$ cat src/rtl/engine_result_port.sv
`timescale 1ns/1ps
// engine_result_port
//    Per-engine result buffer between one Mandelbrot engine and the shared
//    result arbiter that writes the VGA RAM. Finished pixels (RAM address plus
//    iteration count) are queued in a small FIFO. A registered request is
//    raised while results are waiting. On a grant the FIFO head is driven onto
//    the shared OR-bus for that single cycle and popped on the closing edge.
//    After each grant the request stays low for HOLDOFF cycles so the arbiter
//    never samples a stale request.
//
// Parameters
//    ADDR_W   pixel address width
//    ITER_W   iteration-count / colour word width
//    DEPTH    FIFO entries (power of 2, >= 2)
//    HOLDOFF  cycles engine_req stays low after a grant (>= 1)
//    TIMEOUT  cycles a request may wait unacked before timeout_err
//
// Ports
//    clk_iCLK     in   engine clock, rising edge only
//    reset_n      in   asynchronous active-low reset
//    res_valid    in   engine presents a finished pixel
//    res_ready    out  FIFO can accept (push = res_valid & res_ready)
//    res_addr     in   VGA RAM address of the finished pixel
//    res_iter     in   iteration count of the finished pixel
//    engine_req   out  registered request to the arbiter
//    req_ack      in   arbiter grant, one cycle per grant
//    bus_addr     out  FIFO head address while bus_oe, else 0
//    bus_data     out  FIFO head iteration count while bus_oe, else 0
//    bus_oe       out  req_ack while in REQ (combinational)
//    fifo_count   out  entries held
//    timeout_err  out  sticky watchdog flag
//
// Configuration
//    ERP_ACK_TIMEOUT_EN  when defined, a watchdog counts cycles spent waiting
//                        in REQ and sets timeout_err at TIMEOUT. When not
//                        defined, timeout_err is tied low.

module engine_result_port #(
   parameter int ADDR_W  = 19,
   parameter int ITER_W  = 8,
   parameter int DEPTH   = 4,
   parameter int HOLDOFF = 2,
   parameter int TIMEOUT = 1023
) (
   input  logic                     clk_iCLK,
   input  logic                     reset_n,
   input  logic                     res_valid,
   output logic                     res_ready,
   input  logic [ADDR_W-1:0]        res_addr,
   input  logic [ITER_W-1:0]        res_iter,
   output logic                     engine_req,
   input  logic                     req_ack,
   output logic [ADDR_W-1:0]        bus_addr,
   output logic [ITER_W-1:0]        bus_data,
   output logic                     bus_oe,
   output logic [$clog2(DEPTH):0]   fifo_count,
   output logic                     timeout_err
);

   localparam int PTR_W = $clog2(DEPTH);
   localparam int CNT_W = PTR_W + 1;
   localparam int HO_W  = (HOLDOFF > 1) ? $clog2(HOLDOFF) : 1;

   localparam logic [CNT_W-1:0] FULL_COUNT = CNT_W'(DEPTH);
   localparam logic [HO_W-1:0]  HOLD_LOAD  = HO_W'(HOLDOFF - 1);

   typedef enum logic [1:0] {
      IDLE = 2'd0,
      REQ  = 2'd1,
      HOLD = 2'd2
   } state_t;

   state_t              r_state;
   logic                r_req;
   logic [HO_W-1:0]     r_hold;
   logic [PTR_W-1:0]    r_wrPtr;
   logic [PTR_W-1:0]    r_rdPtr;
   logic [CNT_W-1:0]    r_count;
   logic [ADDR_W-1:0]   r_addrMem [DEPTH];
   logic [ITER_W-1:0]   r_iterMem [DEPTH];

   logic                w_ready;
   logic                w_push;
   logic                w_pop;

   // A full FIFO refuses pushes even when a pop happens in the same cycle;
   // the freed slot only becomes visible once the count has been updated.
   assign w_ready = (r_count != FULL_COUNT);
   assign w_push  = res_valid & w_ready;

   // A grant only pops while the request is actually up. REQ is only entered
   // with a non-empty FIFO and nothing else pops, so the head is valid here.
   assign w_pop   = req_ack & (r_state == REQ);

   assign res_ready  = w_ready;
   assign engine_req = r_req;
   assign fifo_count = r_count;
   assign bus_oe     = w_pop;
   assign bus_addr   = w_pop ? r_addrMem[r_rdPtr] : '0;
   assign bus_data   = w_pop ? r_iterMem[r_rdPtr] : '0;

   // Storage array: written on push only, so it needs no reset. Stale contents
   // are never observed because the bus is gated by bus_oe.
   always_ff @(posedge clk_iCLK) begin
      if (w_push) begin
         r_addrMem[r_wrPtr] <= res_addr;
         r_iterMem[r_wrPtr] <= res_iter;
      end
   end

   // FIFO pointers and occupancy. DEPTH is a power of two, so the pointers
   // wrap naturally. A simultaneous push and pop leaves the count unchanged.
   always_ff @(posedge clk_iCLK or negedge reset_n) begin
      if (!reset_n) begin
         r_wrPtr <= '0;
         r_rdPtr <= '0;
         r_count <= '0;
      end else begin
         if (w_push) begin
            r_wrPtr <= r_wrPtr + PTR_W'(1);
         end
         if (w_pop) begin
            r_rdPtr <= r_rdPtr + PTR_W'(1);
         end
         case ({w_push, w_pop})
            2'b10:   r_count <= r_count + CNT_W'(1);
            2'b01:   r_count <= r_count - CNT_W'(1);
            default: r_count <= r_count;
         endcase
      end
   end

   // Request FSM. IDLE looks at the registered count, which gives the
   // one-cycle push-to-request latency. HOLD also counts a push arriving in
   // its final cycle so a fresh result does not wait for an extra IDLE pass.
   always_ff @(posedge clk_iCLK or negedge reset_n) begin
      if (!reset_n) begin
         r_state <= IDLE;
         r_req   <= 1'b0;
         r_hold  <= '0;
      end else begin
         case (r_state)
            IDLE: begin
               if (r_count != '0) begin
                  r_state <= REQ;
                  r_req   <= 1'b1;
               end
            end
            REQ: begin
               if (req_ack) begin
                  r_state <= HOLD;
                  r_req   <= 1'b0;
                  r_hold  <= HOLD_LOAD;
               end
            end
            HOLD: begin
               if (r_hold != '0) begin
                  r_hold <= r_hold - HO_W'(1);
               end else if ((r_count != '0) || w_push) begin
                  r_state <= REQ;
                  r_req   <= 1'b1;
               end else begin
                  r_state <= IDLE;
               end
            end
            default: begin
               r_state <= IDLE;
               r_req   <= 1'b0;
            end
         endcase
      end
   end

`ifdef ERP_ACK_TIMEOUT_EN
   localparam int TO_W = $clog2(TIMEOUT + 1);

   logic [TO_W-1:0] r_toCnt;
   logic            r_toErr;

   // Watchdog: counts cycles spent waiting in REQ, restarts whenever REQ is
   // left. The flag is sticky; the request itself is never withdrawn and no
   // data is dropped, so a late grant still completes normally.
   always_ff @(posedge clk_iCLK or negedge reset_n) begin
      if (!reset_n) begin
         r_toCnt <= '0;
         r_toErr <= 1'b0;
      end else if ((r_state == REQ) && !req_ack) begin
         if (r_toCnt != TO_W'(TIMEOUT)) begin
            r_toCnt <= r_toCnt + TO_W'(1);
         end
         if (r_toCnt == TO_W'(TIMEOUT - 1)) begin
            r_toErr <= 1'b1;
         end
      end else begin
         r_toCnt <= '0;
      end
   end

   assign timeout_err = r_toErr;
`else
   assign timeout_err = 1'b0;
`endif

endmodule

$ cat config.mk
export PLATFORM = sky130hd
export DESIGN_NAME = engine_result_port
export DESIGN_NICKNAME = d
export VERILOG_FILES = /design/src/rtl/engine_result_port.sv
export SDC_FILE = /design/constraint.sdc
export NUM_CORES = 1
export LEC_CHECK = 0
export CAP_MARGIN = 20
export CORE_UTILIZATION = 25
export CTS_CLUSTER_SIZE = 12
export DETAILED_ROUTE_END_ITERATION = 10
export GPL_TIMING_DRIVEN = 0
export PLACE_DENSITY = 0.45
export SLEW_MARGIN = 30
export SYNTH_ARGS = -nofsm -noshare
export SYNTH_HDL_FRONTEND = slang
export SYNTH_SLANG_ARGS = --single-unit
export TNS_END_PERCENT = 5
$ cat constraint.sdc
create_clock -name clk_iCLK -period 2 [get_ports clk_iCLK]
set_input_delay 0.3 -clock clk_iCLK [delete_from_list [all_inputs] [get_ports clk_iCLK]]
set_output_delay 0.3 -clock clk_iCLK [all_outputs]
set_load 0.005 [all_outputs]
# Word-level counts from Yosys, hierarchy flattened
# Memories as Yosys holds them, arrays and structs flattened.
# Index checks and enable logic that the tools add are counted.
dict set report totals {
  n_memories 2
  elab_cells 50
  input_bits 31
  out_inout_bits 34
  ramBits 108
  register_bits 11
}
# memory depth width read_ports rd_clocked_by_memory_dff write_ports line
set memory_table {}
lappend memory_table {r_addrMem 4 19 1 0 1 79} ;# logic [ADDR_W-1:0] r_addrMem [DEPTH];
lappend memory_table {r_iterMem 4 8 1 0 1 80} ;# logic [ITER_W-1:0] r_iterMem [DEPTH];
dict set report op_classes {
  n_eq_ne 9
  n_reduce_logical 8
  n_addsub 5
  bitwise 2
  mux 18
}
# cell n
set ops {}
lappend ops {{19-bit 2-to-1 mux} 1}
lappend ops {{1-bit 2-to-1 mux} 9}
lappend ops {{8-bit 2-to-1 mux} 1}
lappend ops {{2-bit != test (second input constant)} 4}
lappend ops {{2-bit 2-to-1 mux} 3}
lappend ops {{2-bit one-hot mux with 3 select lines} 1}
lappend ops {{3-bit one-hot mux with 2 select lines} 1}
lappend ops {{2-bit by 1-bit adder with 2-bit output (second input constant)} 2}
lappend ops {{2-bit by 1-bit equality test with 1-bit output (second input constant)} 2}
lappend ops {{2-bit equality test (second input constant)} 2}
lappend ops {{4-bit AND reduction} 1}
lappend ops {{2-bit nonzero test} 2}
lappend ops {{3-bit by 1-bit adder with 3-bit output (second input constant)} 1}
lappend ops {{3-bit != test (second input constant)} 1}
lappend ops {{1-bit one-hot mux with 3 select lines} 1}
lappend ops {{3-bit AND reduction} 1}
lappend ops {{3-bit nonzero test} 1}
lappend ops {{3-bit by 1-bit subtractor with 3-bit output (second input constant)} 1}
lappend ops {{1-bit AND} 2}
lappend ops {{2-bit logical NOT} 1}
lappend ops {{1-bit one-hot mux with 2 select lines} 1}
lappend ops {{2-bit AND reduction} 1}
lappend ops {{1-bit logical OR} 1}
lappend ops {{1-bit subtractor (second input constant)} 1}

# Logic depth before layout (Yosys ltp)
dict set report logic_depth {
  depth_word 6
  ltp_mapped 8
  ltp_nobuf 8
}

# Worst setup path after synthesis
# No wires, ideal clock.
dict set report synth_path {
  path_type {register to register}
  start {register r_count[1] (netlist: fifo_count[1])}
  end {register r_count[1] (netlist: fifo_count[1])}
  path_buffers 0
  path_slack_ps -35
  stages_incl_launch_ff 7
  setup_ps 125
  period_less_slack_ps 2035
  t_required_ps 1875
  t_arrival_ps 1910
  cell_sequence {dfrtp_1 > or3b_4 > and2_4 > inv_1 > ha_1 > fa_1 > mux2_2}
}
dict set report synth_between {
  elab_chain_len 4
  word_cells_on_any_way 8
  cone_classes {2 x add/sub; 3 x eq/ne; 1 x mux; 1 x bitwise; 1 x reduce/logical}
}
# element line
set synth_lines {}
lappend synth_lines {{from (decl)} 78} ;# logic [CNT_W-1:0] r_count;
lappend synth_lines {{from (signal assigned)} 126} ;# 2'b10: r_count <= r_count + CNT_W'(1);
lappend synth_lines {{from (signal assigned)} 127} ;# 2'b01: r_count <= r_count - CNT_W'(1);
lappend synth_lines {{from (signal assigned)} 128} ;# default: r_count <= r_count;
lappend synth_lines {{3-bit != test *} 88} ;# assign w_ready = (r_count != FULL_COUNT);
lappend synth_lines {{named net res_ready} 48} ;# output logic res_ready,
lappend synth_lines {{1-bit AND *} 89} ;# assign w_push = res_valid & w_ready;
lappend synth_lines {{2-bit by 1-bit equality test with 1-bit output or 2-bit equality test (tied branches)} 125} ;# case ({w_push, w_pop})
lappend synth_lines {{3-bit one-hot mux with 2 select lines or 2-bit nonzero test (tied branches)} --}
# Mark *: on every way through the listed nets, which the timed path passes. The rest lies on a longest branch.
# A chain may end at the register's enable or synchronous reset.

# Final worst setup path
dict set report layout_path {
  start {register r_rdPtr[0]}
  end {output port bus_data[3]}
}
dict set report layout_between {
  elab_chain_len 2
}
# element line
set layout_lines {}
lappend layout_lines {{from (decl)} 77} ;# logic [PTR_W-1:0] r_rdPtr;
lappend layout_lines {{from (signal assigned)} 123} ;# r_rdPtr <= r_rdPtr + PTR_W'(1);
lappend layout_lines {{memory 4 x 8 bit} --}
lappend layout_lines {{8-bit 2-to-1 mux} 100} ;# assign bus_data = w_pop ? r_iterMem[r_rdPtr] : '0;
lappend layout_lines {{to (decl)} 54} ;# output logic [ITER_W-1:0] bus_data,
# Every way passes these cells.

==> reports/qor.yml <==
status:
  status: "complete, but fails checks"
  violations: "DRC, setup timing"
critical_path:
  crit_fanout: 6
  reg2regPathDepth: 6
  rr_startpoint: "fifo_count[1]"
  slowest_delay_ps: 480
  slowest_stage: "mux4_2"
  r2r_setup_slack_ps: -10
  arrival_ps: 1960
  critical_path_class: "reg -> out"
  cpMostUsedCell: "buf_12"
  path_buf_inv: 4
  startpoint_type: "flop"
  critPathTopFamily: "buffers and inverters"
  endpoint_kind: "output port"
  r2r_end: "fifo_count[1]"
  cp_data_required_time_ps: 1700
  crit_chain: "buf_12, buf_12, buf_12, mux4_2, and2_4, buf_6"
detailed_routing:
  vias: 2425
  drc: 3
  first_iter_violations: 107
  ant_nets: 0
  drtPass1Iterations: 9
  wl_per_cell_um: 16.68
  vias_per_cell: 4.240
  postRouteWirelength_mm: 9.542
synth:
  ys_seq_area_frac: 0.7471
  syn_avg_cell_area_um2: 20.57
  ys_types: 33
  synth-seq-cells: 119
  syn_area_um2: 4710
  yosysTopAreaCellShare: 0.6886
  ys_warn_count: 0
  synth_fp_nets: 266
  syn_inst: 229
  synth_top_area_cell: "edfxtp_1"
  ys_top_cells_by_area: "edfxtp_1 (69%), mux4_2 (13%), dfrtp_1 (5.8%), and2_1 (3.6%), ha_1 (1.3%)"
placement:
  placement.io_buffers: 63
  post-place-ws_ps: -636.7
  place_inst: 525
  dp.final_hpwl_mm: 6.056
  gp_congestion: 0.7258
layout:
  final_common_cell: "edfxtp_1"
  final_util: 0.3645
  syn_to_final_growth_pct: 40.91
  fin_cells: 572
  finalNetCount: 367
  final_layout_size_suffix_gt1_frac: 0.4431
  diodes: 0
  final_cell_mix: "edfxtp_1 (108), clkdlybuf4s50_1 (34), mux4_2 (27), and2_4 (24), buf_6 (22)"
floorplanning:
  start_util: 0.2586
  die_width_um: 139.3
  io_pins: 65
  die_height_um: 139.3
  core_area_um2: 18210
  die-area_um2: 19390
  num_rows: 49
clock_tree:
  cts_tree: "yes"
  cts.sinks: 119
  cts_root_buf: "clkbuf_16"
  htree_levels: 4
  path_clk_slew_ps: 50
  numCtsBuffers: 17
  clk_path_buf_depth: 2
  clkLatencyLatePin_ps: 410
timing:
  grt_setup_unrepaired: "true"
  fin_setup_tns_ps: -5156
  holdWs_ps: 257.0
  finalMaxSlewViolations: 0
  min_period_ps: 2265
  period_share: 1.132
  skew_ps: 4.706
  clock.fmax_mhz: 441.5
  worst_slew_pin_slew_ps: 559.6
  maxSlewHeadroom: 0.6258
  finalHoldViolations: 0
  fin_ws_ps: -264.9
  finalSetupViolCount: 28
job:
  drv_cap: 0
global_route:
  antenna_found_initial: 0
  grt_max_degree: 20
  grt_overflow: 0
  grt_pass1_vias: 2617
  grt_usage: 0.1108
  grt_first_pass_wirelength_mm: 15.24
hold_path:
  min_path_type: "in -> async"
pwr:
  p_leak_nw: 2.374
  cellPowerDensity_nw_per_um2: 1490
  peakVddDrop_uv: 698.9
[stage by stage]
stage | instance area [um2] | power, mW
finish | 6636 | 9.887
global route | 6636 | 10.47
CTS | 6640 | 10.03
detailed placement | 5748 | 6.343
global placement | 5640 | 6.177
floorplan | 4723 | 5.153
[synth_stat cells]
library cell,count
or3b_4,1
and2_4,1
inv_1,5
buf_6,1
o221ai_1,1
nand2b_1,1
edfxtp_1,108
mux2_4,1
o32ai_1,1
fa_1,1
mux4_2,27
and3b_1,1
dfrtp_1,11
buf_12,1
nor2b_1,1
mux2_2,1
and2_1,27
xor2_1,2
and3_1,4
a31o_2,1
or3_1,1
o21ai_0,3
nand2_1,4
ha_1,5
xnor2_1,4
a31oi_1,1
o22ai_1,1
clkbuf_1,3
buf_2,5
conb_1,1
a21oi_1,2
buf_4,1
nor2_1,1
[worst max path at each step]
stage	start	end	cells after the start
global placement	res_valid	r_addrMem[1][11]	2
floorplan	fifo_count[0]	fifo_count[1]	6
detailed placement	req_ack	bus_addr[9]	5
CTS	r_rdPtr[0]	bus_data[5]	6
finish	r_rdPtr[0]	bus_data[3]	6
global route	r_rdPtr[0]	bus_data[0]	6
[layer usage]
metal | global-route usage | part of all wire
met4 | 0.04737 | 0.015
met1 | 0.1374 | 0.45
met2 | 0.1722 | 0.49
met3 | 0.04267 | 0.046
met5 | 0 | 0
[cell families (layout without fill, tap and decap cells)]
family	count (synthesis)	after routing	share of synthesized area
AO/OA/AOI/OAI	10	10	0.01355
buffers and inverters	16	130	0.01993
AND/OR/NAND/NOR	42	42	0.05526
flip-flops	119	119	0.7471
XOR/XNOR	6	6	0.01116
adder cells (fa/ha/maj)	6	6	0.01753
other	1	1	0.0007963
multiplexers	29	29	0.1347
[layout make-up]
type,instances,area (um2)
clock buffers,19,432.9
plain buffers,10,138.9
inverters,5,21.27
clock inverters,13,156.4
repair buffers,83,902.1
fillers,1687,11570
flip-flops and latches,119,3525
well taps,229,286.5
multi-input cells,94,1174
[where the power goes]
part           switching, mW  internal (mW)  leakage [nW]  total, mW
Clock                   1.05           1.95         0.276       2.99
Sequential             0.221           3.33          1.11       3.55
Combinational           1.31           2.03         0.986       3.35
Total                   2.58           7.30          2.37       9.89
[registers in the layout, summed over array words and instances (netlist names)]
register / count
engine_req: 1
fifo_count: 3
r_addrMem: 76
r_hold: 1
r_iterMem: 32
r_rdPtr: 2
r_state: 2
r_wrPtr: 2
[repair_timing]
item / in CTS / in global routing
gates resized for setup: 137 / 28
setup buffers: 15 / 0
pin swaps: 27 / 1
hold buffers: 0 / 0
cloned: 1 / 0
endpoints found under the setup margin: 31 / 30
Note: power is estimated with default switching activity, not from simulation.
==> edit 1, RTL diff (same settings) <==
Build with the macro `ERP_ACK_TIMEOUT_EN` defined.
--- a/src/rtl/engine_result_port.sv
+++ b/src/rtl/engine_result_port.sv
@@ -35,6 +35,8 @@
 //                        in REQ and sets timeout_err at TIMEOUT. When not
 //                        defined, timeout_err is tied low.
 
+`define ERP_ACK_TIMEOUT_EN
+
 module engine_result_port #(
    parameter int ADDR_W  = 19,
    parameter int ITER_W  = 8,
Behaviour: same outputs for any inputs over 10 cycles, from zero or initial values and one cycle with reset_n low; that may be too few to reach the edited logic, so the function may still have changed.
==> edit 1 against the original RTL <==
  * The flow finishes with violations (setup timing)
  * Area after synthesis grew 12%
  * Non-clock buffer count grew 6
  * Combinational power up 1%
  * Sequential cell count grew 11
  * Register-to-register slack lost 0.07 ns
  * Hold slack improved by 0.14 ns
  * Design area grew 9.2%
  * Setup slack gained 0.027 ns
  * Core utilization fell by 0.98 points
  * Die area rose by 12%
  * Power increased by 3.4%
  * Routed wire length increased by 18%
  * Synthesized cell count up 24%
  * Critical path depth unchanged
  * Highest routed layer unchanged
==> edit 1: results (changes against the original RTL) <==
global_routing:
  global_route.usage.met1: 0.1412  # was 0.1374
  grtUsageTotal: 0.1140  # was 0.1108
  grt_max_degree: 23  # was 20
  use_met3: 0.04348  # was 0.04267
  grt_pass1_vias: 3190  # was 2,617
worst_setup_path:
  ff2ff_setup_slack_ns: -0.08  # was -0.01 ns
  worst_r2r_path_depth: 9  # was 6
  r2r_start: "fifo_count[0]"  # was fifo_count[1]
  crit_arrival_ns: 1.94  # was 1.96 ns
  r2r_end: "fifo_count[2]"  # was fifo_count[1]
final_layout:
  final_nets: 429  # was 367
  fillers: 1975  # was 1,687
  drive_gt1_frac: 0.3921  # was 0.4431
timing:
  finalSetupViolCount: 28  # unchanged
  timing.final.ws_setup_ns: -0.2378  # was -0.2649 ns
  finClkSkew_ns: 0.008419  # was 0.004706 ns
  worst_pin_slew_ns: 0.5468  # was 0.5596 ns
detailed_routing:
  vias: 2925  # was 2,425
  dr.pass1.iters: 4  # was 9
  drt-wirelength-per-cell_um: 16.70  # was 16.68 um
  drt-initial-drc-count: 103  # was 107
die:
  die_area_mm2: 0.02166  # was 0.01939 mm2
pwr:
  power_per_cell_area_mw_per_mm2: 1411  # was 1490 mW/mm2
  p_leak_nw: 2.638  # was 2.374 nW
status:
  violations: "setup timing"  # was DRC, setup timing
  status: "finished, violations left"  # unchanged
place:
  placement.cell_area_mm2: 0.006374  # was 0.005748 mm2
  hpwl_um: 7104  # was 6056 um
  pre_cts_ws_ns: -0.9127  # was -0.6367 ns
  port-buffer-count: 64  # was 63
yosys:
  synth_top_area_share: 0.6154  # was 0.6886
  ys_warn_count: 0  # unchanged
  async_flop_share: 0.1692  # was 0.09244
  yosysSeqAreaShare: 0.7198  # was 0.7471
  netlist_top_cells_area: "edfxtp_1 (62%), mux4_2 (12%), dfrtp_1 (10%)"  # was edfxtp_1 (69%), mux4_2 (13%), dfrtp_1 (5.8%)
  synth_cell_type_count: 40  # was 33
-- edit 1: repair_timing --
| item | CTS | global route |
|---|---|---|
| endpoints found under the hold margin | 22 | 0 |
| resized for setup | 119 | 30 |
| pin swaps | 23 | 6 |
| setup endpoints to repair | 31 | 29 |
| cloned | 1 | 0 |
| hold buffers | 1 | 0 |
| setup buffers | 16 | 2 |
-- edit 1: cell families (layout without fill, tap and decap cells) --
kind of cell,count (synthesis),in the layout,share of synthesized area
flops,130,130,0.7198
mux,33,33,0.1277
compound gates,22,22,0.02683
xor+xnor,6,6,0.009971
buf+inv,21,141,0.02113
fa+ha+maj,8,8,0.02042
simple gates,63,63,0.07408
-- edit 1: worst max-delay path by stage --
stage                        from       endpoint  slack, ns  cells past startpoint
floorplan           fifo_count[0]  fifo_count[2]      -0.04                      9
global placement          req_ack  fifo_count[2]      -0.88                     10
CTS                    r_rdPtr[0]    bus_data[3]      -0.39                      6
global route           r_rdPtr[0]    bus_data[4]      -0.31                      6
finish                 r_rdPtr[0]    bus_data[4]      -0.24                      6
detailed placement        req_ack  fifo_count[2]      -0.91                     10
-- edit 1: layer usage --
metal / vias to the layer above / part of all wire
met1: 1496 / 0.45
met3: 10 / 0.055
met5: - / 0
li1: 1343 / -
met4: 0 / 0.012
met2: 76 / 0.48
-- edit 1: cell type report --
type,instances,area share
repair buffers,88,0.1238
inverters,10,0.005180
flip-flops and latches,130,0.5239
well taps,270,0.04662
multi-input cells,132,0.1988
clock inverters,15,0.02331
plain buffers,11,0.01969
clock buffers,17,0.05871
-- edit 1: power breakdown --
group | switching (W) | internal (W)
Combinational | 0.00141 | 0.00198
Sequential | 0.000187 | 0.00355
Clock | 0.00122 | 0.00187
Total | 0.00282 | 0.00740
-- edit 1: critical path, stage by stage (launching register included) --
cell     delay (ns)
dfrtp_2        0.40
buf_12         0.13
buf_12         0.13
buf_8          0.10
mux4_2         0.48
and2_4         0.14
buf_2          0.14
-- edit 1: stage by stage --
step | cells | hold slack (ns) | power (W) | setup TNS, ns
3_3_place_gp | 617 | 0.4682 | 0.006409 | -91.34
6_report | 673 | 0.4002 | 0.01023 | -4.449
4_1_cts | 671 | 0.3989 | 0.01036 | -8.981
3_5_place_dp | 621 | 0.3193 | 0.006599 | -21.52
5_1_grt | 673 | 0.4165 | 0.01081 | -6.490
2_1_floorplan | 283 | 0.004409 | 0.005399 | -0.03697
==> edit 2, RTL diff (config.mk and constraints unchanged) <==
Without the edit above. Encoding of `state_t`: now one-hot (3 bits for 3 states).
--- a/src/rtl/engine_result_port.sv
+++ b/src/rtl/engine_result_port.sv
@@ -64,10 +64,10 @@
    localparam logic [CNT_W-1:0] FULL_COUNT = CNT_W'(DEPTH);
    localparam logic [HO_W-1:0]  HOLD_LOAD  = HO_W'(HOLDOFF - 1);
 
-   typedef enum logic [1:0] {
-      IDLE = 2'd0,
-      REQ  = 2'd1,
-      HOLD = 2'd2
+   typedef enum logic [2:0] {
+      IDLE = 3'b001,
+      REQ  = 3'b010,
+      HOLD = 3'b100
    } state_t;
 
    state_t              r_state;
Function: no difference found for any inputs over 10 cycles, from zero or initial values and one cycle with reset_n low; not proved beyond that.
==> edit 2 against the original RTL <==
  * Register-to-register slack got worse by 0.07 ns
  * The run ends with setup timing left
  * Largest power group unchanged
  * Die area increased by 1.9%
  * Area after synthesis increased by 1.9%
  * Sequential share of layout area increased by 0.90 points
  * Routed wire length increased by 4.9%
  * First-iteration DRC count decreased by 1.9%
  * Power decreased by 5.4%
  * Critical path depth unchanged
  * Highest routed layer unchanged
  * Synthesized cell count increased by 2.2%
  * Sequential cell count increased by 1
  * Setup slack improved by 0.015 ns
  * Design area decreased by 0.96%
==> edit 2: results (changes against the original RTL) <==
pwr:
  comb_cell_power_w: 0.00298  # was 0.00335 W
  switching_share: 0.2627  # was 0.2612
  clock_power_w: 0.00280  # was 0.00299 W
  irDropWorstVdd_uv: 672.8  # was 698.9 uV
  internal_power_w: 0.006899  # was 0.007304 W
  p_leak_nw: 2.328  # was 2.374 nW
worst_setup_path:
  ff2ff_setup_slack_ns: -0.08  # was -0.01 ns
  r2r_end: "fifo_count[2]"  # was fifo_count[1]
  timing.critical_path.to: "bus_addr[18]"  # was bus_data[3]
  cpPeakStageDelay_ns: 0.50  # was 0.48 ns
  worst_r2r_path_depth: 7  # was 6
  r2r_start: "r_state[0]"  # was fifo_count[1]
  cp_top_family: "multiplexers"  # was buffers and inverters
detailed_routing:
  vias: 2453  # was 2,425
  drt-initial-drc-count: 105  # was 107
  wl_met2_um: 5255  # was 4653 um
  wirelength_um: 10010  # was 9542 um
  dr.pass1.iters: 4  # was 9
  drt-wirelength-per-cell_um: 17.34  # was 16.68 um
  met3_length_um: 423  # was 438 um
final_layout:
  drive_gt1_frac: 0.4344  # was 0.4431
  final_nets: 369  # was 367
  area_growth_pct: 36.90  # was 40.91%
  fillers: 1792  # was 1,687
cts:
  cts_made_buffers: 17  # unchanged
  cts_resized: 154  # was 137
  cts_setup_buffers: 14  # was 15
status:
  violations: "setup timing"  # was DRC, setup timing
  status: "finished, violations left"  # unchanged
global_routing:
  global_route.usage.met1: 0.1287  # was 0.1374
  grt_max_degree: 28  # was 20
  grtUsageTotal: 0.1124  # was 0.1108
yosys:
  postSynthCellCount: 234  # was 229
  netlist_top_cells_area: "edfxtp_1 (68%), mux4_2 (13%), dfrtp_1 (5.7%)"  # was edfxtp_1 (69%), mux4_2 (13%), dfrtp_1 (5.8%)
  synth_cell_type_count: 38  # was 33
  async_flop_share: 0.1000  # was 0.09244
  yosysSeqAreaShare: 0.7383  # was 0.7471
timing:
  timing.final.ws_setup_ns: -0.2499  # was -0.2649 ns
  holdWs_ns: 0.2679  # was 0.2570 ns
  finClkSkew_ns: 0.007904  # was 0.004706 ns
  finalSetupViolCount: 28  # unchanged
  setup_tns_ns: -5.374  # was -5.156 ns
  slew_headroom: 0.4325  # was 0.6258
  slew_viol_final: 0  # unchanged
place:
  hpwl_um: 5812  # was 6056 um
  finalWeightedCongestion: 0.6474  # was 0.7258
  pre_cts_ws_ns: -0.6400  # was -0.6367 ns
  dp.cells: 531  # was 525
-- edit 2: changes by cell type in the layout (fill, tap and decap cells not counted), moves of 3 or more --
cell,change
buf_2,+11
buf_4,+3
buf_6,-8
clkbuf_2,-7
-- edit 2: logic make-up (layout without fill, tap and decap cells) --
| logic type | after synthesis | in the layout | synth area share |
|---|---|---|---|
| buffers and inverters | 14 | 123 | 0.01616 |
| XOR/XNOR | 6 | 6 | 0.01095 |
| other | 1 | 1 | 0.0007811 |
| AND/OR/NAND/NOR | 49 | 49 | 0.07115 |
| AO/OA/AOI/OAI | 9 | 9 | 0.01329 |
| adder cells (fa/ha/maj) | 6 | 6 | 0.01720 |
| multiplexers | 29 | 29 | 0.1321 |
| flip-flops | 120 | 120 | 0.7383 |
-- edit 2: final cells by class --
class,count,share of cell area
Sequential cell,120,0.5401
Clock buffer,18,0.06530
Tap cell,234,0.04455
Buffer,10,0.02246
Clock inverter,12,0.01694
Timing Repair Buffer,79,0.1184
Inverter,4,0.002284
Multi-Input combinational cell,100,0.1900
